==> config.mk <==
export PLATFORM = sky130hd
export DESIGN_NAME = seg7_scan_ctrl
export DESIGN_NICKNAME = d
export VERILOG_FILES = /design/src/rtl/seg7_scan_ctrl.sv
export SDC_FILE = /design/constraint.sdc
export NUM_CORES = 1
export LEC_CHECK = 0
export ABC_CLOCK_PERIOD_IN_PS = 2000
export CORE_MARGIN = 2
export CORE_UTILIZATION = 45
export DETAILED_ROUTE_END_ITERATION = 8
export PLACE_DENSITY = 0.71
export SYNTH_ARGS = -nofsm -noshare
export SYNTH_HDL_FRONTEND = slang
export SYNTH_SLANG_ARGS = --single-unit
==> constraint.sdc <==
create_clock -name CLK -period 2 [get_ports CLK]
set_clock_uncertainty 0.15 [all_clocks]
set_input_delay 0.3 -clock CLK [delete_from_list [all_inputs] [get_ports CLK]]
set_output_delay 0.3 -clock CLK [all_outputs]
set_load 0.03 [all_outputs]
==> src/rtl/seg7_scan_ctrl.sv <==
// Four-digit multiplexed 7-segment scan controller with anti-ghost blanking,
// frame-synchronous input shadowing and leading-zero suppression.
module seg7_scan_ctrl #(
    parameter int SCAN_DIV  = 6000,
    parameter int BLANK_CYC = 60
) (
    input  logic       CLK,
    input  logic       RESET,
    input  logic [3:0] DIG0,
    input  logic [3:0] DIG1,
    input  logic [3:0] DIG2,
    input  logic [3:0] DIG3,
    input  logic [3:0] DP_EN,
    input  logic       LZB,
    output logic [6:0] SEG,
    output logic       DP,
    output logic [3:0] AN,
    output logic       FRAME
);

    localparam int PW = (SCAN_DIV > 1) ? $clog2(SCAN_DIV) : 1;
    localparam logic [PW-1:0] PCNT_MAX  = PW'(SCAN_DIV - 1);
    localparam logic [PW-1:0] BLANK_VAL = PW'(BLANK_CYC);

    logic [PW-1:0]   pcnt_q, pcnt_d;
    logic [1:0]      idx_q, idx_d;
    logic [3:0][3:0] dig_q, dig_d;
    logic [3:0]      dp_en_q, dp_en_d;
    logic            lzb_q, lzb_d;
    logic [6:0]      seg_q, seg_d;
    logic [3:0]      an_q, an_d;
    logic            dp_q, dp_d;
    logic            frame_q, frame_d;

    logic            slot_end;
    logic            frame_end;
    logic            blank_win;
    logic            lz_blank;
    logic [3:0]      upper_zero;

    // upper_zero[k] is set when shadow digits k..3 are all zero
    generate
        for (genvar gi = 0; gi < 4; gi++) begin : g_upper_zero
            assign upper_zero[gi] = ~|dig_q[3:gi];
        end
    endgenerate

    function automatic logic [6:0] seg_decode(input logic [3:0] code);
        logic [6:0] s;
        case (code)
            4'd0:    s = 7'h40;
            4'd1:    s = 7'h79;
            4'd2:    s = 7'h24;
            4'd3:    s = 7'h30;
            4'd4:    s = 7'h19;
            4'd5:    s = 7'h12;
            4'd6:    s = 7'h02;
            4'd7:    s = 7'h78;
            4'd8:    s = 7'h00;
            4'd9:    s = 7'h10;
            default: s = 7'h3F;
        endcase
        return s;
    endfunction

    always_comb begin
        slot_end  = (pcnt_q == PCNT_MAX);
        frame_end = slot_end && (idx_q == 2'd3);
        blank_win = (pcnt_q < BLANK_VAL);
        lz_blank  = lzb_q && (idx_q != 2'd0) && upper_zero[idx_q];

        pcnt_d  = slot_end ? '0 : pcnt_q + PW'(1);
        idx_d   = slot_end ? idx_q + 2'd1 : idx_q;

        dig_d   = dig_q;
        dp_en_d = dp_en_q;
        lzb_d   = lzb_q;
        if (frame_end) begin
            dig_d   = {DIG3, DIG2, DIG1, DIG0};
            dp_en_d = DP_EN;
            lzb_d   = LZB;
        end

        seg_d   = 7'h7F;
        an_d    = 4'hF;
        dp_d    = 1'b1;
        frame_d = frame_end;
        if (!blank_win) begin
            an_d  = ~(4'b0001 << idx_q);
            seg_d = lz_blank ? 7'h7F : seg_decode(dig_q[idx_q]);
            dp_d  = ~dp_en_q[idx_q];
        end
    end

    always_ff @(posedge CLK or negedge RESET) begin
        if (!RESET) begin
            pcnt_q  <= '0;
            idx_q   <= '0;
            dig_q   <= '0;
            dp_en_q <= '0;
            lzb_q   <= 1'b0;
            seg_q   <= 7'h7F;
            an_q    <= 4'hF;
            dp_q    <= 1'b1;
            frame_q <= 1'b0;
        end else begin
            pcnt_q  <= pcnt_d;
            idx_q   <= idx_d;
            dig_q   <= dig_d;
            dp_en_q <= dp_en_d;
            lzb_q   <= lzb_d;
            seg_q   <= seg_d;
            an_q    <= an_d;
            dp_q    <= dp_d;
            frame_q <= frame_d;
        end
    end

    assign SEG   = seg_q;
    assign AN    = an_q;
    assign DP    = dp_q;
    assign FRAME = frame_q;

endmodule

# Word level (Yosys, flattened, before mapping)
# Memories as Yosys holds them, arrays and structs flattened.
# Cells that the tools add are included.
[totals]
reg_bits = 49
rom_bits = 112
in_bits = 23
output_inout_bits = 13
wordCells = 45
n_memories = 1
[memory_table]
columns = ["memory", "depth", "word_bits", "rd", "rd_clocked_by_memory_dff", "write_ports", "line_no", "rtl"]
rows = [
  ["(name not given)", 16, 7, 1, 0, 0, "50", "case (code)"],
]
[classes]
addsub = 2
order_cmp = 2
eq_ne = 2
shifts = 1
n_mux = 11
bitwise_logic = 2
n_reduce_logical = 12
[ops]
columns = ["operator", "count"]
rows = [
  ["16-bit OR reduction", 1],
  ["7-bit 2-to-1 mux", 2],
  ["13-bit by 1-bit adder with 13-bit output, second input constant", 1],
  ["13-bit == test, second input constant", 1],
  ["13-bit by 6-bit < comparator with 1-bit output, second input constant", 1],
  ["13-bit 2-to-1 mux", 1],
  ["12-bit OR reduction", 1],
  ["4-bit binary-select mux with 2-bit select", 1],
  ["4-bit 2-to-1 mux", 2],
  ["8-bit OR reduction", 1],
  ["1-bit binary-select mux with 2-bit select", 2],
  ["1-bit logical NOT", 4],
  ["4-bit inverter", 1],
  ["4-bit OR reduction", 1],
  ["1-bit by 2-bit << shifter with 4-bit output, first input constant", 1],
  ["1-bit logical AND", 3],
  ["2-bit by 3-bit < comparator with 1-bit output, second input constant", 1],
  ["1-bit 2-to-1 mux", 3],
  ["2-bit by 1-bit adder with 2-bit output, second input constant", 1],
  ["2-bit == test, second input constant", 1],
  ["2-bit nonzero test", 1],
  ["1-bit inverter", 1],
]

# Longest topological paths before layout
[depth]
depth_word = 7
mapped_depth = 7
mapped_depth_nobuf = 6

# Worst setup path before layout
# Ideal clock, no wire load.
[synth_timing]
path_kind = "register to register"
from = "register idx_q[0]"
to = "register seg_q[4], in the netlist SEG[4]"
setup_time_ps = 100
arrival_time_ps = 1910
required_time_ps = 1750
setup_slack_ps = -160
stages_incl_launch_ff = 8
n_path_buf = 1
synth_period_minus_slack_ps = 2160
path_cell_list = "dfrtp_1 buf_2 mux4_2 inv_1 ha_1 nor3_1 o41ai_1 nand3_1"
[synth_via]
elab_chain_len = 5
elab_cells_between_ends = 10
classes_between = "mux: 6; reduce/logical: 3; memory: 1"
[synth_rtl]
columns = ["item", "line_no", "rtl"]
rows = [
  ["from (decl)", "26", "logic [1:0] idx_q, idx_d;"],
  ["from (signal assigned)", "108", "idx_q <= idx_d;"],
  ["4-bit binary-select mux with 2-bit select, or another cell as far along", "90", "seg_d = lz_blank ? 7'h7F : seg_decode(dig_q[idx_q]);"],
  ["4-bit 2-to-1 mux (not written as such), or another cell as far along", "90", ""],
  ["memory read 16 x 7 bit or 1-bit logical AND (tied branches)", "-", ""],
  ["7-bit 2-to-1 mux (*)", "90", ""],
  ["7-bit 2-to-1 mux (*)", "88", "if (!blank_win) begin"],
  ["via seg_d[4]", "30", "logic [6:0] seg_q, seg_d;"],
  ["to (signal assigned)", "112", "seg_q <= seg_d;"],
  ["to (decl)", "30", ""],
]
# Mark *: on every way through the listed nets, which the timed path passes. The rest lies on a longest branch. The select of a mux whose other input is x is not followed.
# A chain may end at the register's enable or synchronous reset.

# Worst setup path in the final report
[layout_timing]
from = "register pcnt_q[7]"
to = "register dig_q[0] (netlist name)"
[layout_via]
elab_chain_len = 2
[layout_rtl]
columns = ["item", "line_no", "rtl"]
rows = [
  ["from (decl)", "25", "logic [PW-1:0] pcnt_q, pcnt_d;"],
  ["from (signal assigned)", "107", "pcnt_q <= pcnt_d;"],
  ["13-bit == test", "67", "slot_end = (pcnt_q == PCNT_MAX);"],
  ["1-bit logical AND", "68", "frame_end = slot_end && (idx_q == 2'd3);"],
  ["to (signal assigned)", "109", "dig_q <= dig_d;"],
  ["to (decl)", "27", "logic [3:0][3:0] dig_q, dig_d;"],
]
# Every way passes these cells.

==> results by stage <==
Routing:
- For this run, the detailed router's first-pass iteration total came to 4.
- The vias per cell is 5.106.
- The final wirelength is 4262 um.
- After detailed routing, the average wire length per cell comes to 13.75 um.
- The first-iteration detailed-routing DRC count is 113.
- Across all layers, the routed design uses 1583 vias.
- Once detail routing completed, the nets flagged for antenna violations numbered 0.
- For this run, design rule violations remaining after detail routing come to 0.

STA:
- The post-route setup TNS is 0 ns.
- The final setup slack of the worst path is 0.03537 ns.
- In the finished design, the share of the clock period the worst path needs comes to 98.23%.
- The fmax is 509.0 MHz.
- The worst path in the final design needs a cycle of 1.965 ns, including I/O delays and setup.
- Setup repair after global routing could not meet its margin everywhere.
- Setup violations remaining at the end of the flow were counted as 0.
- Headroom to the max-slew limit came out at 67.00%.
- For the pin with the worst max-slew slack, the measured transition is 0.4950 ns.
- The hold violation total from the final report is 0.
- The final number of max-transition violations is 0.

Run status:
- The flow ran to the end, and the final reports show no timing, DRC or antenna violations.

Placement:
- Before CTS, the worst setup slack after placement is -0.03516 ns.
- Counting tap cells, the placed design contains a total of 301 instances.
- In this run the tool buffered the top-level ports with 35 buffer cells.
- The final HPWL from detailed placement is 3187 um.
- The congestion estimate from routability-driven global placement came to 0.8539.

Yosys:
- After synthesis, the cell types taking the most area are dfrtp_1, dfstp_2, mux2_4.
- The fraction of synthesized cell area taken by the top area cell type is 38.80%.
- The dominant register cell in the synthesized netlist is dfrtp_1.
- The number of different library cells used by synthesis comes to 34.
- The async set-or-reset flop fraction in the synthesized netlist is 100.0%.
- The net count after synthesis is 218.
- The number of enable-type register cells in the synthesized netlist is 0.
- The register area share after synthesis is 52.02%.
- The synthesized design contains 49 register bits.
- Synthesis handed over a netlist of 185 instances.
- The dominant cell type by area after synthesis is dfrtp_1.
- The number of warnings printed during yosys synthesis is 0.
- The mapped netlist covers 2386 um2.
- The synthesized area per cell is 12.90 um2.

Floorplan:
- Measured along the x axis, the die boundary spans 76.82 um.
- The die is 76.82 um tall.
- The initial utilization of the core area, before any placement, comes to 46.72%.
- The core area is 5107 um2.
- The I/O pin total is 36.
- The die covers 5901 um2.
- The number of core rows is 26.

GRT:
- The aggregate global routing overflow is 0.
- In the global route stage, overall resource usage came out at 16.43%.
- Entering global routing, the biggest net connects 29 pins.
- The initial antenna violation count came to 0.
- The first global-routing pass estimated 7672 um of wire.
- The number of global-route vias before repair is 1562.

Setup path:
- The highest fanout seen on the critical path is 22.
- In this design, the stage delay of the slowest critical-path cell is 0.54 ns.
- For the worst setup path, the data arrival time is 2.01 ns.
- The cell at the slowest stage of the critical path is or4b_4.
- Data on the critical path is required at its endpoint by 2.04 ns.
- The top cell family by delay on the critical path is simple AND/OR/NAND/NOR gates.
- The critical path is of the flop to flop type.
- Counting both buffers and inverters, the worst setup path holds a total of 1.
- The endpoint kind of the worst setup timing path is a flop.
- STA classifies the critical path startpoint as a flop.
- The signal on the critical path passes through or4b_4, nor4_4, nand2_2, buf_12, mux2_4.

Hold path:
- The type of the worst min-delay path is input pin to asynchronous set/reset pin.

Finish:
- 0 antenna diodes ended up in the layout.
- The area growth from synthesis to layout is 29.47%.
- Cells fill 60.49% of the core in the end.
- The number of nets at the end of the flow is 272.
- The count of non-filler cells in the finished layout is 310.
- The layout filler cell count is 426.
- The proportion of layout cells with a drive suffix above 1 is 30.42%.

Clock network:
- The register clock-pin slew on the reported worst setup and hold paths is 0.09 ns.
- Counting the buffers created by CTS gives 5.
- The number of setup buffers added after CTS is 0.
- TritonCTS built the clock tree.
- The maximum count of clock buffers along a single path is 2.
- The clock tree synthesis step divided the H-tree into 2 levels.
- The clock sink total is 49.
- For the worst-skew pair, the clock arrives at the later sink with an insertion delay of 0.30 ns.
- Clock tree synthesis selected as its root buffer the cell clkbuf_8.

Flow run:
- The number of max-cap violations is 0.

Power and ir drop:
- The worst-case IR drop observed on VDD is 0.4289 mV.
- Summing internal, switching and leakage power gives 1.913 mW.
- In this run the static leakage power is 1.350 nW.
- In this run the power density over the cells is 619.2 nW/um2.
[path summary, 6_finish.rpt]
| check | startpoint | end | slack, ns | cells after the start |
|---|---|---|---|---|
| max | pcnt_q[7]$_DFF_PN0_ | dig_q[0]$_DFFE_PN0P_ | 0.04 | 5 |
| min | RESET | pcnt_q[1]$_DFF_PN0_ | 0.34 | 2 |
| max reg2reg | pcnt_q[7]$_DFF_PN0_ | dig_q[0]$_DFFE_PN0P_ | 0.04 | 5 |
| min reg2reg | pcnt_q[0]$_DFF_PN0_ | pcnt_q[0]$_DFF_PN0_ | 0.34 | 1 |
| max in group asynchronous | RESET | SEG[4]$_DFF_PN1_ | 0.78 | 3 |
| min in group CLK | pcnt_q[0]$_DFF_PN0_ | pcnt_q[0]$_DFF_PN0_ | 0.34 | 1 |
[metrics by stage]
| stage | area [um2] | hold WS (ns) |
|---|---|---|
| after floorplan | 2392 | -0.1456 |
| after global placement | 2933 | 0.1400 |
| after detailed placement | 2933 | 0.1450 |
| after CTS | 3065 | 0.3421 |
| after global routing | 3089 | 0.3710 |
| final | 3089 | 0.3375 |
[logic make-up (layout without fill, tap and decap cells)]
kind of cell               Yosys count  in the layout  share of synthesized area (%)
adders and majority gates           10             10                          5.244
AOI/OAI and AO/OA                   19             19                          5.192
xor gates and xnor gates             9              9                          3.303
buffers and inverters               13             68                          2.727
and+or+nand+nor                     57             57                          13.06
DFF                                 49             49                          52.02
muxes                               28             28                          18.46
[what timing repair did]
| item | in CTS | in global routing |
|---|---|---|
| endpoints found under the setup margin | 1 | 28 |
| hold buffers | 1 | 0 |
| pin swaps | 2 | 2 |
| endpoints found under the hold margin | 10 | 0 |
| resized for setup | 2 | 5 |
[cell usage after synthesis (6+ instances only)]
cell type  count
dfrtp_1       37
nor2_1         9
o21ai_0        6
dfstp_2       12
ha_1          10
inv_1          7
mux2_4        19
nand3_1        8
nor4_1         7
nor3_1         6
nand2_1       12
[cells in the final DEF (no fill, tap or decap), types with 2 or more instances in the layout]
cell / n
inv_2: 2
nand2_1: 12
clkdlybuf4s50_1: 34
nand3b_1: 2
buf_12: 2
or3_1: 2
nor2_1: 9
mux2_2: 2
nor4_1: 7
xor2_1: 4
nand3_1: 8
inv_1: 5
ha_1: 9
nor3_1: 6
mux2i_1: 2
o21ai_0: 6
dfstp_2: 12
buf_4: 14
nor2b_1: 5
mux2_4: 19
a21oi_1: 3
mux4_2: 5
o211ai_1: 5
xnor2_1: 5
dfrtp_1: 36
clkbuf_8: 6
[report_power, final]
group / total (mW) / switching [mW] / internal [mW]
combinational: 0.147 / 0.0517 / 0.0952
clock: 0.733 / 0.327 / 0.406
sequential: 1.03 / 0.0198 / 1.01
[per-layer routing]
| metal | GRT usage (%) | vias up | routed length, um |
|---|---|---|---|
| met3 | 3.294 | 8 | 209 |
| met4 | 6.727 | 0 | 82 |
| met5 | 0 | - | 0 |
| met2 | 23.07 | 43 | 1877 |
| li1 | - | 767 | - |
| met1 | 24.79 | 765 | 2092 |
[area by class of cell]
cell class	count	area (um2)	share of cell area, %
clock buffer	6	82.58	2.673
clock inverter	2	37.54	1.215
inverter	7	26.28	0.8505
multi-input combinational	123	1101	35.64
sequential	49	1242	40.22
tap	70	87.58	2.835
timing repair buffer	53	511.7	16.57
[sequential cells by signal (all words and copies together), names as in the netlist]
register / cells
FRAME: 1
AN: 4
lzb_q: 1
pcnt_q: 13
dp_en_q: 4
dig_q: 16
DP: 1
SEG: 7
idx_q: 2
No activity file was read; power rests on OpenSTA's default activity.
==> variant: new RTL, config.mk and constraints unchanged <==
Make the reset (`RESET`) synchronous in one clocked block.
--- a/src/rtl/seg7_scan_ctrl.sv
+++ b/src/rtl/seg7_scan_ctrl.sv
@@ -92,7 +92,7 @@
         end
     end
 
-    always_ff @(posedge CLK or negedge RESET) begin
+    always_ff @(posedge CLK) begin
         if (!RESET) begin
             pcnt_q  <= '0;
             idx_q   <= '0;
Behaviour: same outputs for any inputs over 10 cycles, from zero or initial values and one cycle with RESET low; that may be too few to reach the edited logic, so the function may still have changed.
==> variant against the original RTL <==
Routed wire length rose by 22%; first-iteration DRC count shrank 6.2%; sequential cell count stayed put; synthesized cell count up 34%; critical endpoint is now SEG[4]$_SDFF_PP1_; worst setup slack worse by 0.031 ns; cell area shrank 5.3%; synthesized area down 4.5%.
Power is not compared: it rests on default switching activity, and its combinational part moved more than twofold at a synthesized area within 25%.
==> variant: results (changes against the original RTL) <==
total length of routed wires=5.22 mm (+22%); Post-Syn Area per Cell=9.19 µm² (-29%); Net Count, Synth=281 (+29%); Worst R2R Start=idx_q[0]$_SDFFE_PN0P_; vias in the first global route=1799 (+15%); Antenna diodes=0 (unchanged); first-pass GRT wire length=8.40 mm (+9.4%); Yosys cell types=38 (+12%); Cells after DPL=351 (+17%); Slew HR=56.9% (-10 points); maximum fanout along the worst path=4 (-82%); ratio of cells with drive above 1 in the final layout=16.0% (-14 points); sequential fraction of the synthesis area=43.0% (-9.0 points); vias=1975 (+25%); Tot GR Track Use=19.9% (+3.4 points); Post-synth top cells=dfxtp_1 (49), nand3_1 (26), a21oi_1 (24); Final HPWL DP=3.66 mm (+15%); FF-to-FF setup slack=0.004 ns (-0.03 ns); worst hold slack=0.298 ns (-0.0391 ns); Via density=5.49 (+7.4%); Layout Nets=326 (+20%); TritonCTS buffer count=5 (unchanged); async set-reset flop share out of synthesis=0% (-100 points); dpl ws=-0.0261 ns (+0.00910 ns); fmax=501 MHz (-1.6%); Hold Crit Class=reg2reg; status=complete, no violations; drt initial violations=106 (-6.2%); clock slew at reported path FFs=0.08 ns; gpl congestion=0.856 (+0.28%)
## variant: cell families after synthesis
kind of cell | Yosys count | share of synthesized area (%)
AO/OA/AOI/OAI | 54 | 12.8
XOR/XNOR | 12 | 4.61
adder cells (fa/ha/maj) | 10 | 5.49
buffers and inverters | 26 | 6.31
flip-flops | 49 | 43.0
multiplexers | 7 | 5.82
AND/OR/NAND/NOR | 90 | 21.9
## variant: path summary, 6_finish.rpt
kind                     endpoint  cells past startpoint
max reg2reg     SEG[4]$_SDFF_PP1_                      6
max             SEG[4]$_SDFF_PP1_                      6
min reg2reg  pcnt_q[0]$_SDFF_PP0_                      1
min          pcnt_q[0]$_SDFF_PP0_                      1
## variant: worst max-delay path: stages, from the launching register on
cell and delay, ns:
dfxtp_4 0.38, mux4_2 0.55, inv_4 0.10, ha_4 0.14, nor3_2 0.05, a2111oi_2 0.34
o211ai_1 0.14
## variant: what timing repair did
item	CTS	global route
endpoints found under the hold margin	0	0
gates cloned	0	1
endpoints found under the setup margin	1	14
pin swaps	0	0
setup buffers	0	1
resized for setup	1	13
## variant: final cells by class
type                            instances  area [µm²]
Fill cell                             434        1890
Inverter                               10        42.5
Sequential cell                        49         985
Multi-Input combinational cell        174        1230
Timing Repair Buffer                   53         502
Tap cell                               67        83.8
Clock buffer                            7        86.3
## variant: power by group through the flow
| stage | clock [mW] | combinational [mW] | sequential, mW |
|---|---|---|---|
| 6_report | 0.580 | 0.0701 | 0.982 |
| 5_1_grt | 0.631 | 0.0762 | 0.983 |
| 4_1_cts | 0.593 | 0.0705 | 0.983 |
| 3_5_place_dp | 0 | 0.0702 | 1.01 |
| 3_3_place_gp | 0 | 0.0696 | 1.01 |
| 2_1_floorplan | 0 | 0.0201 | 1.01 |
## variant: routing by layer
layer,GRT usage [%],share of wire (%)
met1,25.9,44
met2,32.1,50
met3,4.69,4.1
met4,7.60,2.3
met5,0,0
## variant: stage by stage
| stage | utilization [%] | total power, mW | area [µm²] |
|---|---|---|---|
| 2_1_floorplan | - | 1.03 | 2300 |
| 3_3_place_gp | 57.4 | 1.08 | 2770 |
| 3_5_place_dp | 57.4 | 1.08 | 2770 |
| 4_1_cts | 59.2 | 1.65 | 2850 |
| 5_1_grt | 60.8 | 1.69 | 2930 |
| 6_report | 60.8 | 1.63 | 2930 |
